$ cat config.mk
export PLATFORM = sky130hd
export DESIGN_NAME = rtc_bus_ctrl_flat
export DESIGN_NICKNAME = d
export VERILOG_FILES = /design/src/rtl/rtc_bus_ctrl_pkg.sv /design/src/rtl/rtc_bus_ctrl_if.sv /design/src/rtl/rtc_bus_ctrl_reg8.sv /design/src/rtl/rtc_bus_ctrl.sv /design/src/flat_wrapper.sv
export SDC_FILE = /design/constraint.sdc
export NUM_CORES = 1
export LEC_CHECK = 0
export CAP_MARGIN = 30
export CORE_MARGIN = 3
export CORE_UTILIZATION = 47
export CTS_CLUSTER_SIZE = 16
export DETAILED_ROUTE_END_ITERATION = 8
export GPL_TIMING_DRIVEN = 0
export PLACE_DENSITY = 0.82
export SYNTH_ARGS = -nofsm -noshare
export SYNTH_HDL_FRONTEND = slang
export SYNTH_SLANG_ARGS = --single-unit
$ cat constraint.sdc
create_clock -name clk -period 5.1 [get_ports clk]
set_input_delay 1.53 -clock clk [delete_from_list [all_inputs] [get_ports clk]]
set_output_delay 1.53 -clock clk [all_outputs]
set_load 0.02 [all_outputs]
$ cat src/rtl/rtc_bus_ctrl_pkg.sv
// Shared definitions for the RTC multiplexed-bus controller: state encoding,
// transfer direction constants and phase-counter width.
package rtc_pkg;

  localparam int PHASE_W = 8;

  localparam logic RW_READ  = 1'b1;
  localparam logic RW_WRITE = 1'b0;

  // Encoding is sequential so a bus phase advances by incrementing the state.
  typedef enum logic [2:0] {
    ST_IDLE        = 3'd0,
    ST_ADDR_SETUP  = 3'd1,
    ST_ADDR_STROBE = 3'd2,
    ST_ADDR_HOLD   = 3'd3,
    ST_DATA_SETUP  = 3'd4,
    ST_DATA_STROBE = 3'd5,
    ST_DATA_HOLD   = 3'd6,
    ST_DONE        = 3'd7
  } state_e;

endpackage

$ cat src/rtl/rtc_bus_ctrl_if.sv
// Command handshake plus RTC pin bundle; master is the command/pad side,
// slave is the bus controller.
interface rtc_bus_ctrl_if;

  logic       start;
  logic       rw;
  logic [7:0] addr;
  logic [7:0] wdata;
  logic       busy;
  logic       done;
  logic [7:0] rdata;
  logic       cs_n;
  logic       rd_n;
  logic       wr_n;
  logic       ad_n;
  logic [7:0] ad_out;
  logic       ad_oe;
  logic [7:0] ad_in;

  modport master (
    output start, rw, addr, wdata, ad_in,
    input  busy, done, rdata, cs_n, rd_n, wr_n, ad_n, ad_out, ad_oe
  );

  modport slave (
    input  start, rw, addr, wdata, ad_in,
    output busy, done, rdata, cs_n, rd_n, wr_n, ad_n, ad_out, ad_oe
  );

endinterface

$ cat src/rtl/rtc_bus_ctrl_reg8.sv
// 8-bit clocked holding register with load enable and asynchronous clear.
module rtc_bus_ctrl_reg8 (
  input  logic       clk,
  input  logic       rst,
  input  logic       en,
  input  logic [7:0] d,
  output logic [7:0] q
);

  always_ff @(posedge clk or posedge rst) begin
    if (rst) q <= 8'h00;
    else if (en) q <= d;
  end

endmodule

$ cat src/rtl/rtc_bus_ctrl.sv
// Sequences one read or write on the RTC multiplexed address/data bus:
// address setup/strobe/hold, then data setup/strobe/hold, then a done pulse.
module rtc_bus_ctrl
  import rtc_pkg::*;
#(
  parameter int unsigned T_PHASE = 4
) (
  input logic           clk,
  input logic           reset,
  rtc_bus_ctrl_if.slave bus
);

  localparam logic [2:0] IDLE        = ST_IDLE;
  localparam logic [2:0] ADDR_SETUP  = ST_ADDR_SETUP;
  localparam logic [2:0] ADDR_STROBE = ST_ADDR_STROBE;
  localparam logic [2:0] ADDR_HOLD   = ST_ADDR_HOLD;
  localparam logic [2:0] DATA_SETUP  = ST_DATA_SETUP;
  localparam logic [2:0] DATA_STROBE = ST_DATA_STROBE;
  localparam logic [2:0] DATA_HOLD   = ST_DATA_HOLD;
  localparam logic [2:0] DONE        = ST_DONE;

  localparam logic [PHASE_W-1:0] LAST = PHASE_W'(T_PHASE - 1);

  logic [2:0]         state, next_state;
  logic [PHASE_W-1:0] cnt, next_cnt;
  logic               counting, phase_end;
  logic               rw_q;
  logic [7:0]         wdata_q;
  logic               cap_en;

  assign counting  = (state != IDLE) && (state != DONE);
  assign phase_end = counting && (cnt == LAST);

  always_comb begin
    next_state = state;
    next_cnt   = '0;
    if (counting && !phase_end) next_cnt = cnt + 1'b1;
    case (state)
      IDLE:    if (bus.start) next_state = ADDR_SETUP;
      DONE:    next_state = IDLE;
      default: if (phase_end) next_state = state + 3'd1;
    endcase
  end

  // Request fields are only needed after acceptance, so they carry no reset.
  always_ff @(posedge clk) begin
    if (state == IDLE && bus.start) begin
      rw_q    <= bus.rw;
      wdata_q <= bus.wdata;
    end
  end

  always_ff @(posedge clk or posedge reset) begin
    if (reset) begin
      state      <= IDLE;
      cnt        <= '0;
      cap_en     <= 1'b0;
      bus.busy   <= 1'b0;
      bus.done   <= 1'b0;
      bus.cs_n   <= 1'b1;
      bus.rd_n   <= 1'b1;
      bus.wr_n   <= 1'b1;
      bus.ad_n   <= 1'b1;
      bus.ad_out <= 8'h00;
      bus.ad_oe  <= 1'b0;
    end else begin
      state    <= next_state;
      cnt      <= next_cnt;
      bus.done <= 1'b0;
      // High during the last DATA_STROBE cycle of a read; the holding
      // register loads ad_in on the edge that closes that cycle.
      cap_en   <= (rw_q == RW_READ) && (next_state == DATA_STROBE) && (next_cnt == LAST);
      case (state)
        IDLE: begin
          if (bus.start) begin
            bus.cs_n   <= 1'b0;
            bus.ad_n   <= 1'b0;
            bus.ad_oe  <= 1'b1;
            bus.ad_out <= bus.addr;
            bus.busy   <= 1'b1;
          end
        end
        ADDR_SETUP:  if (phase_end) bus.wr_n <= 1'b0;
        ADDR_STROBE: if (phase_end) bus.wr_n <= 1'b1;
        ADDR_HOLD: begin
          if (phase_end) begin
            bus.ad_n <= 1'b1;
            if (rw_q == RW_WRITE) begin
              bus.ad_out <= wdata_q;
              bus.ad_oe  <= 1'b1;
            end else begin
              bus.ad_oe  <= 1'b0;
            end
          end
        end
        DATA_SETUP: begin
          if (phase_end) begin
            if (rw_q == RW_WRITE) bus.wr_n <= 1'b0;
            else                  bus.rd_n <= 1'b0;
          end
        end
        DATA_STROBE: begin
          if (phase_end) begin
            bus.wr_n <= 1'b1;
            bus.rd_n <= 1'b1;
          end
        end
        DATA_HOLD: begin
          if (phase_end) begin
            bus.cs_n   <= 1'b1;
            bus.ad_oe  <= 1'b0;
            bus.done   <= 1'b1;
            bus.ad_n   <= 1'b1;
            bus.ad_out <= 8'h00;
          end
        end
        DONE:    bus.busy <= 1'b0;
        default: ;
      endcase
    end
  end

  rtc_bus_ctrl_reg8 u_rdata (
    .clk (clk),
    .rst (reset),
    .en  (cap_en),
    .d   (bus.ad_in),
    .q   (bus.rdata)
  );

endmodule

$ cat src/flat_wrapper.sv
// flat-port wrapper written by rule: the top's interface ports become plain ports
module rtc_bus_ctrl_flat import rtc_pkg::*;
#(
  parameter int unsigned T_PHASE = 4
)
  (clk, reset, bus_start, bus_rw, bus_addr, bus_wdata, bus_ad_in, bus_busy, bus_done, bus_rdata, bus_cs_n, bus_rd_n, bus_wr_n, bus_ad_n, bus_ad_out, bus_ad_oe);
  rtc_bus_ctrl_if bus_i ();
  input logic clk;
  input logic reset;
  input wire logic [$bits(bus_i.start)-1:0] bus_start;
  input wire logic [$bits(bus_i.rw)-1:0] bus_rw;
  input wire logic [$bits(bus_i.addr)-1:0] bus_addr;
  input wire logic [$bits(bus_i.wdata)-1:0] bus_wdata;
  input wire logic [$bits(bus_i.ad_in)-1:0] bus_ad_in;
  output wire logic [$bits(bus_i.busy)-1:0] bus_busy;
  output wire logic [$bits(bus_i.done)-1:0] bus_done;
  output wire logic [$bits(bus_i.rdata)-1:0] bus_rdata;
  output wire logic [$bits(bus_i.cs_n)-1:0] bus_cs_n;
  output wire logic [$bits(bus_i.rd_n)-1:0] bus_rd_n;
  output wire logic [$bits(bus_i.wr_n)-1:0] bus_wr_n;
  output wire logic [$bits(bus_i.ad_n)-1:0] bus_ad_n;
  output wire logic [$bits(bus_i.ad_out)-1:0] bus_ad_out;
  output wire logic [$bits(bus_i.ad_oe)-1:0] bus_ad_oe;
  assign bus_i.start = bus_start;
  assign bus_i.rw = bus_rw;
  assign bus_i.addr = bus_addr;
  assign bus_i.wdata = bus_wdata;
  assign bus_i.ad_in = bus_ad_in;
  assign bus_busy = bus_i.busy;
  assign bus_done = bus_i.done;
  assign bus_rdata = bus_i.rdata;
  assign bus_cs_n = bus_i.cs_n;
  assign bus_rd_n = bus_i.rd_n;
  assign bus_wr_n = bus_i.wr_n;
  assign bus_ad_n = bus_i.ad_n;
  assign bus_ad_out = bus_i.ad_out;
  assign bus_ad_oe = bus_i.ad_oe;
  rtc_bus_ctrl #(.T_PHASE(T_PHASE)) u_core (.clk(clk), .reset(reset), .bus(bus_i));
endmodule
==> results.cfg, run 1 <==
[layout]
layout_commonest_cell = clkdlybuf4s50_1
share_of_cells_above_drive_strength_1_pct = 18.4
most-common-layout-cells = 50 x clkdlybuf4s50_1, 31 x dfrtp_1, 26 x nand2_1
fin_nets = 268
post_layout_nonfiller_instances = 284
area_growth_synth_to_finish_pct = 36.4
num-fill-cells = 334
n_antenna_cell = 0

[grt]
globalRoute.busiestLayer = met2
grtUsageMet1_pct = 23.5
first_global_vias = 1464
overflow = 0
grt_antenna_before_repair = 0
gr-usage-all-layers_pct = 17.8
grt_max_degree = 21
global_route.usage.met2_pct = 28.8
groute.layer.met3.usage_pct = 4.63
grt_first_pass_wirelength_um = 7040

[routing]
drtIter0Drc = 91
drcViolationCount = 0
final_antenna_net_count = 0
route.vias.total = 1480
first_pass_iters = 4
post_drt_wl_per_cell_um = 14.8
totalWireLength_um = 4220
vias_per_cell = 5.21

[clock_tree]
cts_tree = done
cts_sinks = 44
clock_latency_ns = 0.30
clk_transition_reported_paths_ns = 0.08
cts-htree-levels = 2
cts-buffers-inserted = 5
postCtsResizedCells = 0
postCtsSetupBuffers = 0
cts_root_buf = clkbuf_8
cts_hold_buffers = 0
cts.path.max_buffers = 2

[power]
leakage_uw = 0.00116
vdd.ir_drop.worst_v = 0.000233
power_density_nw_per_um2 = 548

[logic_synthesis]
synth-warning-count = 0
synth.top_cells.by_area = dfrtp_1 38%, edfxtp_1 13%, mux2_2 9.4%
synthCells = 175
synth.lib_cells_used.distinct = 37
share_of_flip_flops_with_an_asynchronous_set_or_reset_after_synthesis_pct = 79.5
yosys.area.top_type = dfrtp_1
syn_area_per_cell_um2 = 11.6
syn-num-nets = 210
mappedNetlistArea_um2 = 2030
number_of_flops_mapped_to_enable_cells_by_yosys = 9
synth.ff_latch_count = 44
synth_top_area_share_pct = 38.2
synth_sequential_area_ratio_pct = 56.7
postSynth.topFlopCell = dfrtp_1

[timing]
max_slew.worst_pin.slew_ns = 0.729
hold_viol_final = 0
setup_viol = 0
tns_ns = 0
rsz_0062_raised_after_global_routing = false
fin_hold_ws_ns = 0.508
max-slew-margin-rel_pct = 51.4
timing.final.max_slew_violations = 0
layout_min_cycle_time_ns = 3.00
layout_setup_ws_ns = 2.10
final_min_period_over_clock_period_pct = 58.8
finClkSkew_ns = 0.00652
fmaxAchievable_ghz = 0.334

[setup_path]
r2r.worst_path.cells = 6
critical_path_cell_sequence = clkdlybuf4s50_1
delay_of_the_slowest_cell_on_the_worst_path_ns = 0.61
timing.critical_path.buf_inv = 1
worst-endpoint-required_ns = 3.57
worst-path-max-fanout = 3
timing.rr.start = u_core.cnt[0]
worst-endpoint-arrival_ns = 1.47
critPathLaunch = u_core.bus.rd_n
timing.setup.critical_path_class = flip-flop to output port
timing.critical_path.from_type = flip-flop
critical_path_depth = 1
worst_setup_path_end_kind = output port
critPathSlowestCell = clkdlybuf4s50_1
crit_family = buffers and inverters

[floorplanning]
core_footprint_um2 = 4090
floorplan.rows = 23
io-pin-count = 51
die_height_um = 71.8
floorplan.die.width_um = 71.8
floorplan.initialDensity_pct = 49.7
die_area_um2 = 5150

[place]
placement.setup.worst_slack_ns = 2.02
numPortBuffers = 50
gp_congestion = 0.769
place.detailed.hpwl_um = 3060
cell_count_after_placement = 276

[min_path]
min_delay_path_depth = 1
holdCritStartpoint = u_core.bus.ad_out[5]
worstHoldPathType = flip-flop to flip-flop

[outcome]
outcome = finished clean

[job]
drv.max_cap_violation_count = 0
[cells in the mapped netlist, drive strengths merged (2+ instances only)]
cell type and number:
ha 7, a21oi 4, nand2 26, nand3 6
mux2 17, a31oi 2, xnor2 2, o21ai 16
mux2i 2, nor2 13, dfstp 4, buf 4
inv 7, xor2 4, o21a 2, dfrtp 31
and3 4, edfxtp 9
[area by class of cell]
type / count / area [um2] / area share [%]
buffer: 5 / 31.3 / 1.13
clock buffer: 7 / 119 / 4.29
clock inverter: 1 / 30.0 / 1.08
inverter: 7 / 26.3 / 0.948
multi-input combinational: 119 / 823 / 29.7
sequential: 44 / 1150 / 41.5
tap: 50 / 62.6 / 2.26
timing repair buffer: 51 / 528 / 19.1
[final timing paths]
kind / end / slack, ns
min in group asynchronous: u_core.bus.ad_out[6] / 1.64
max in group asynchronous: u_core.bus.ad_n / 2.84
setup / recovery: bus_rd_n / 2.10
hold / removal: u_core.bus.ad_out[5] / 0.51
hold reg to reg: u_core.bus.ad_out[5] / 0.51
setup reg to reg: u_core.bus.ad_out[1] / 2.69
[kinds of logic (layout without fill, tap and decap cells)]
family | after synthesis | in the layout | synth area share [%]
AO/OA/AOI/OAI | 30 | 30 | 9.30
buffers and inverters | 12 | 71 | 2.83
XOR/XNOR | 6 | 6 | 2.59
flip-flops | 44 | 44 | 56.7
adder cells (fa/ha/maj) | 7 | 7 | 4.31
AND/OR/NAND/NOR | 57 | 57 | 13.9
multiplexers | 19 | 19 | 10.4
[flip-flops by register name, summed over array words and instances (netlist names)]
name               flops
u_core.rw_q            1
u_core.bus.ad_oe       1
u_core.bus.wr_n        1
u_core.bus.rd_n        1
u_core.bus.cs_n        1
u_core.cnt             8
u_core.bus.done        1
u_core.bus.ad_n        1
u_core.cap_en          1
u_core.wdata_q         8
u_core.bus.busy        1
u_core.u_rdata.q       8
u_core.bus.ad_out      8
u_core.state           3
[through the flow]
stage	total power, uW	cell area, um2	util [%]
floorplan	944	2030	-
global placement	1170	2590	63.5
detailed placement	1190	2620	64.2
CTS	1520	2770	67.8
global route	1610	2770	67.8
finish	1520	2770	67.8
[power breakdown]
group,switching [uW],internal (uW),leakage [uW]
logic,349,305,0.000580
registers,62.0,474,0.000509
clock network,125,206,0.0000747
[metal layers]
layer  vias up  wire (um)
met2        30       2120
met5         -          0
met1       716       1860
met3         6        186
li1        728          -
met4         0         45
Power figures use the tool's default switching activity.
==> run 2: changes to the inputs <==
- CORE_UTILIZATION: 47 -> 44
- PLACE_DENSITY: 0.82 -> 0.81
- clock period: 5.1 -> 2.71 ns (I/O delays scaled with it)
==> run 2 against run 1 <==
Against the previous run: critical path depth increased by 5; register-to-register slack got worse by 2.4 ns; cell area decreased by 2.4%; critical path type is now flip-flop to flip-flop.
==> results.cfg, run 2 (synthesis results as in run 1) <==
[setup_path]
timing.critical_path.buf_inv = 0
r2r.worst_path.cells = 6
timing.rr.start = u_core.cnt[0]
timing.critical_path.from_type = flip-flop
worst-path-max-fanout = 8
delay_of_the_slowest_cell_on_the_worst_path_ns = 0.53
critical_path_cell_sequence = ha_1 -> or4b_4 -> o41a_1 -> nor2_2 -> o21ai_2 -> mux2_2
slack_of_the_worst_reg_to_reg_path_ns = 0.34
crit_family = simple AND/OR/NAND/NOR gates
critPathSlowestCell = or4b_4
critPathLaunch = u_core.cnt[0]
worst-endpoint-arrival_ns = 2.54
worstReg2RegEnd = u_core.bus.ad_out[4]
worst-endpoint-required_ns = 2.88
worst_setup_path_end_kind = flip-flop
endpoint = u_core.bus.ad_out[4]
critical_path_depth = 6
timing.setup.critical_path_class = flip-flop to flip-flop

[timing]
fmaxAchievable_ghz = 0.422
max-slew-margin-rel_pct = 56.6
finClkSkew_ns = 0.00396
final_min_period_over_clock_period_pct = 87.5
timing.final.max_slew_violations = 0
layout_min_cycle_time_ns = 2.37
max_slew.worst_pin.slew_ns = 0.650
tns_ns = 0
hold_viol_final = 0
setup_viol = 0
rsz_0062_raised_after_global_routing = false
fin_hold_ws_ns = 0.489

[power]
internal_power_uw = 1640
comb_power_share_pct = 46.6
power.switching_fraction_pct = 36.6
switchingPower_uw = 947
vdd.ir_drop.worst_v = 0.000324
power_density_nw_per_um2 = 958
leakage_uw = 0.00113
share_seq_of_total_power_pct = 38.8
power.clock.fraction_pct = 14.6

[floorplanning]
die_area_um2 = 5470
floorplan.rows = 24
die_height_um = 74.0
io-pin-count = 51
floorplan.initialDensity_pct = 46.0
floorplan.die.width_um = 74.0
core_footprint_um2 = 4410

[layout]
num-fill-cells = 376
fin_nets = 268
area_growth_synth_to_finish_pct = 33.1
share_of_cells_above_drive_strength_1_pct = 17.1
layout_commonest_cell = clkdlybuf4s50_1
most-common-layout-cells = 50 x clkdlybuf4s50_1, 31 x dfrtp_1, 26 x nand2_1
n_antenna_cell = 0
post_layout_nonfiller_instances = 286

[min_path]
worstHoldPathType = flip-flop to flip-flop

[place]
numPortBuffers = 50
gp_congestion = 0.782
cell_count_after_placement = 278
place.detailed.hpwl_um = 2950

[grt]
first_global_vias = 1398
gr-usage-all-layers_pct = 15.3
overflow = 0
grt_antenna_before_repair = 0
grt_max_degree = 23
grt_first_pass_wirelength_um = 6460

[clock_tree]
postCtsSetupBuffers = 0
cts_hold_buffers = 0
cts-buffers-inserted = 5
postCtsResizedCells = 0
clock_latency_ns = 0.28
cts_tree = done
cts.path.max_buffers = 2
clk_transition_reported_paths_ns = 0.07
cts-htree-levels = 2
cts_root_buf = clkbuf_8
cts_sinks = 44

[routing]
post_drt_wl_per_cell_um = 13.5
drtIter0Drc = 66
totalWireLength_um = 3870
final_antenna_net_count = 0
route.vias.total = 1464
first_pass_iters = 4
drcViolationCount = 0
vias_per_cell = 5.12

[job]
drv.max_cap_violation_count = 0

[outcome]
outcome = finished clean
run 2: changes by cell type in the layout (fill, tap and decap cells not counted), sizes merged:
cell and delta:
bufinv -1, clkinv +1
run 2: power by group through the flow:
stage	clock network [uW]	logic, uW	registers [uW]
CTS	389	1220	1010
finish	377	1210	1010
global placement	0	1190	1010
detailed placement	0	1210	1020
floorplan	0	612	1160
global route	415	1330	1030
run 2: worst min-delay path by stage:
stage               depth (start not counted)       startpoint         endpoint  slack (ns)
floorplan                                   1    u_core.cnt[0]    u_core.cnt[0]        0.49
global placement                            2  u_core.bus.ad_n  u_core.bus.ad_n        0.47
detailed placement                          2  u_core.bus.ad_n  u_core.bus.ad_n        0.49
CTS                                         2  u_core.bus.ad_n  u_core.bus.ad_n        0.50
global route                                2  u_core.bus.ad_n  u_core.bus.ad_n        0.51
finish                                      2  u_core.bus.ad_n  u_core.bus.ad_n        0.49
run 2: worst reg2reg max path, cell delays in order, from the launching register on:
cell and delay, ns:
dfrtp_1 0.43, ha_1 0.26, or4b_4 0.53, o41a_1 0.45
nor2_2 0.12, o21ai_2 0.15, mux2_2 0.32
run 2: per-stage QoR:
step           util, %  power [uW]  worst slack (ns)  instance area [um2]
2_1_floorplan        -        1780             0.536                 2030
6_report          61.3        2590             0.339                 2710
5_1_grt           61.3        2780             0.220                 2710
3_5_place_dp      59.5        2240             0.359                 2630
3_3_place_gp      58.8        2200             0.321                 2600
4_1_cts           61.3        2620             0.331                 2710
run 2: final cells by class:
cell class / instances / area, um2 / area share [%]
Multi-Input combinational cell: 119 / 823 / 30.4
Timing Repair Buffer: 51 / 528 / 19.5
Clock buffer: 7 / 76.3 / 2.82
Tap cell: 52 / 65.1 / 2.41
Sequential cell: 44 / 1150 / 42.6
Buffer: 5 / 31.3 / 1.16
Inverter: 7 / 26.3 / 0.971
Clock inverter: 1 / 3.75 / 0.139
run 2: layer usage:
layer / vias up / share of wire, % / track usage, %
met1: 700 / 45 / 20.3
met2: 32 / 50 / 25.7
met3: 2 / 3.9 / 2.84
met4: 0 / 0.80 / 4.23
li1: 730 / - / -
met5: - / 0 / 0
==> run 3: changes to the inputs <==
- MAX_ROUTING_LAYER: not set -> met4
==> run 3 against run 2 <==
Against the previous run: combinational power barely moved; non-clock buffer count did not move; register-to-register slack barely moved; clock skew rose by 0.0022 ns.
==> results.cfg, run 3 (synthesis results as in run 1) <==
[layout]
share_of_cells_above_drive_strength_1_pct = 17.1
most-common-layout-cells = 50 x clkdlybuf4s50_1, 31 x dfrtp_1, 26 x nand2_1
post_layout_nonfiller_instances = 286
n_antenna_cell = 0
layout_commonest_cell = clkdlybuf4s50_1
final_design_area_no_fill_um2 = 2710
fin_nets = 268
area_growth_synth_to_finish_pct = 33.1

[timing]
hold_viol_final = 0
rsz_0062_raised_after_global_routing = false
setup_viol = 0
final_min_period_over_clock_period_pct = 87.5
layout_min_cycle_time_ns = 2.37
fmaxAchievable_ghz = 0.422
max-slew-margin-rel_pct = 56.6
layout_setup_ws_ns = 0.339
fin_hold_ws_ns = 0.489
max_slew.worst_pin.slew_ns = 0.650
tns_ns = 0
finClkSkew_ns = 0.00614
timing.final.max_slew_violations = 0

[setup_path]
timing.critical_path.from_type = flip-flop
worst-endpoint-arrival_ns = 2.54
timing.setup.critical_path_class = flip-flop to flip-flop
r2r.worst_path.cells = 6
worst-endpoint-required_ns = 2.88
worst-path-max-fanout = 8
worst_setup_path_end_kind = flip-flop

[routing]
vias_per_cell = 5.13
totalWireLength_um = 3870
drtIter0Drc = 64
route.vias.total = 1468
first_pass_iters = 4
post_drt_wl_per_cell_um = 13.5
drcViolationCount = 0
final_antenna_net_count = 0

[floorplanning]
floorplan.die.width_um = 74.0
die_height_um = 74.0
core_footprint_um2 = 4410
io-pin-count = 51
die_area_um2 = 5470
floorplan.initialDensity_pct = 46.0
floorplan.rows = 24

[grt]
grt_max_degree = 23
overflow = 0
grt_antenna_before_repair = 0
first_global_vias = 1403
gr-usage-all-layers_pct = 15.7
grt_first_pass_wirelength_um = 6450

[power]
leakage_uw = 0.00113
power_density_nw_per_um2 = 959
vdd.ir_drop.worst_v = 0.000324

[job]
drv.max_cap_violation_count = 0

[clock_tree]
clk_transition_reported_paths_ns = 0.07
clock_latency_ns = 0.29
cts-buffers-inserted = 5
cts.path.max_buffers = 2
cts_tree = done
cts-htree-levels = 2
cts_root_buf = clkbuf_8
postCtsSetupBuffers = 0
postCtsResizedCells = 0
cts_hold_buffers = 0
cts_sinks = 44

[min_path]
worstHoldPathType = flip-flop to flip-flop
min_delay_path_depth = 2

[place]
dpl-instance-area_um2 = 2630
cell_count_after_placement = 278
gp_congestion = 0.793
place.detailed.hpwl_um = 2950
placement.setup.worst_slack_ns = 0.359
numPortBuffers = 50

[outcome]
outcome = finished clean
==> run 3: cell counts in the layout (fill, tap and decap cells not counted) <==
No cell type changed its count.
==> run 3: path summary, 6_finish.rpt <==
kind / start / end / slack, ns
min in group asynchronous: reset / u_core.state[2] / 0.92
worst max-delay path: u_core.cnt[0] / u_core.bus.ad_out[4] / 0.34
worst min register to register: u_core.bus.ad_n / u_core.bus.ad_n / 0.49
max in group asynchronous: reset / u_core.bus.rd_n / 1.19
worst max register to register: u_core.cnt[0] / u_core.bus.ad_out[4] / 0.34
worst min-delay path: u_core.bus.ad_n / u_core.bus.ad_n / 0.49
==> run 3: where the power goes <==
part | total [uW] | switching [uW] | leakage [uW] | internal, uW
clock | 379 | 199 | 0.0000399 | 179
sequential | 1010 | 114 | 0.000509 | 892
combinational | 1210 | 636 | 0.000580 | 572
==> run 3: cell type report <==
| type | count | area (um2) |
|---|---|---|
| buffer | 5 | 31.3 |
| multi-input combinational | 119 | 823 |
| clock inverter | 1 | 3.75 |
| timing repair buffer | 51 | 528 |
| inverter | 7 | 26.3 |
| fill | 376 | 1710 |
| tap | 52 | 65.1 |
| clock buffer | 7 | 76.3 |
| sequential | 44 | 1150 |
==> run 3: worst max-delay path, stage by stage (launching register included) <==
cell     delay (ns)
dfrtp_1        0.43
ha_1           0.26
or4b_4         0.53
o41a_1         0.45
nor2_2         0.12
o21ai_2        0.15
mux2_2         0.32
==> run 3: layer usage <==
| layer | wire length [um] | global-route usage, % | vias to the layer above |
|---|---|---|---|
| met1 | 1740 | 20.3 | 699 |
| met3 | 148 | 1.62 | 4 |
| met2 | 1940 | 25.7 | 34 |
| met5 | 0 | - | - |
| li1 | - | - | 731 |
| met4 | 47 | 5.43 | 0 |
==> run 3: stage by stage <==
step | power, uW | utilization (%)
after floorplan | 1780 | -
after global placement | 2200 | 58.8
after detailed placement | 2240 | 59.5
after CTS | 2620 | 61.3
after global routing | 2780 | 61.3
final | 2590 | 61.3
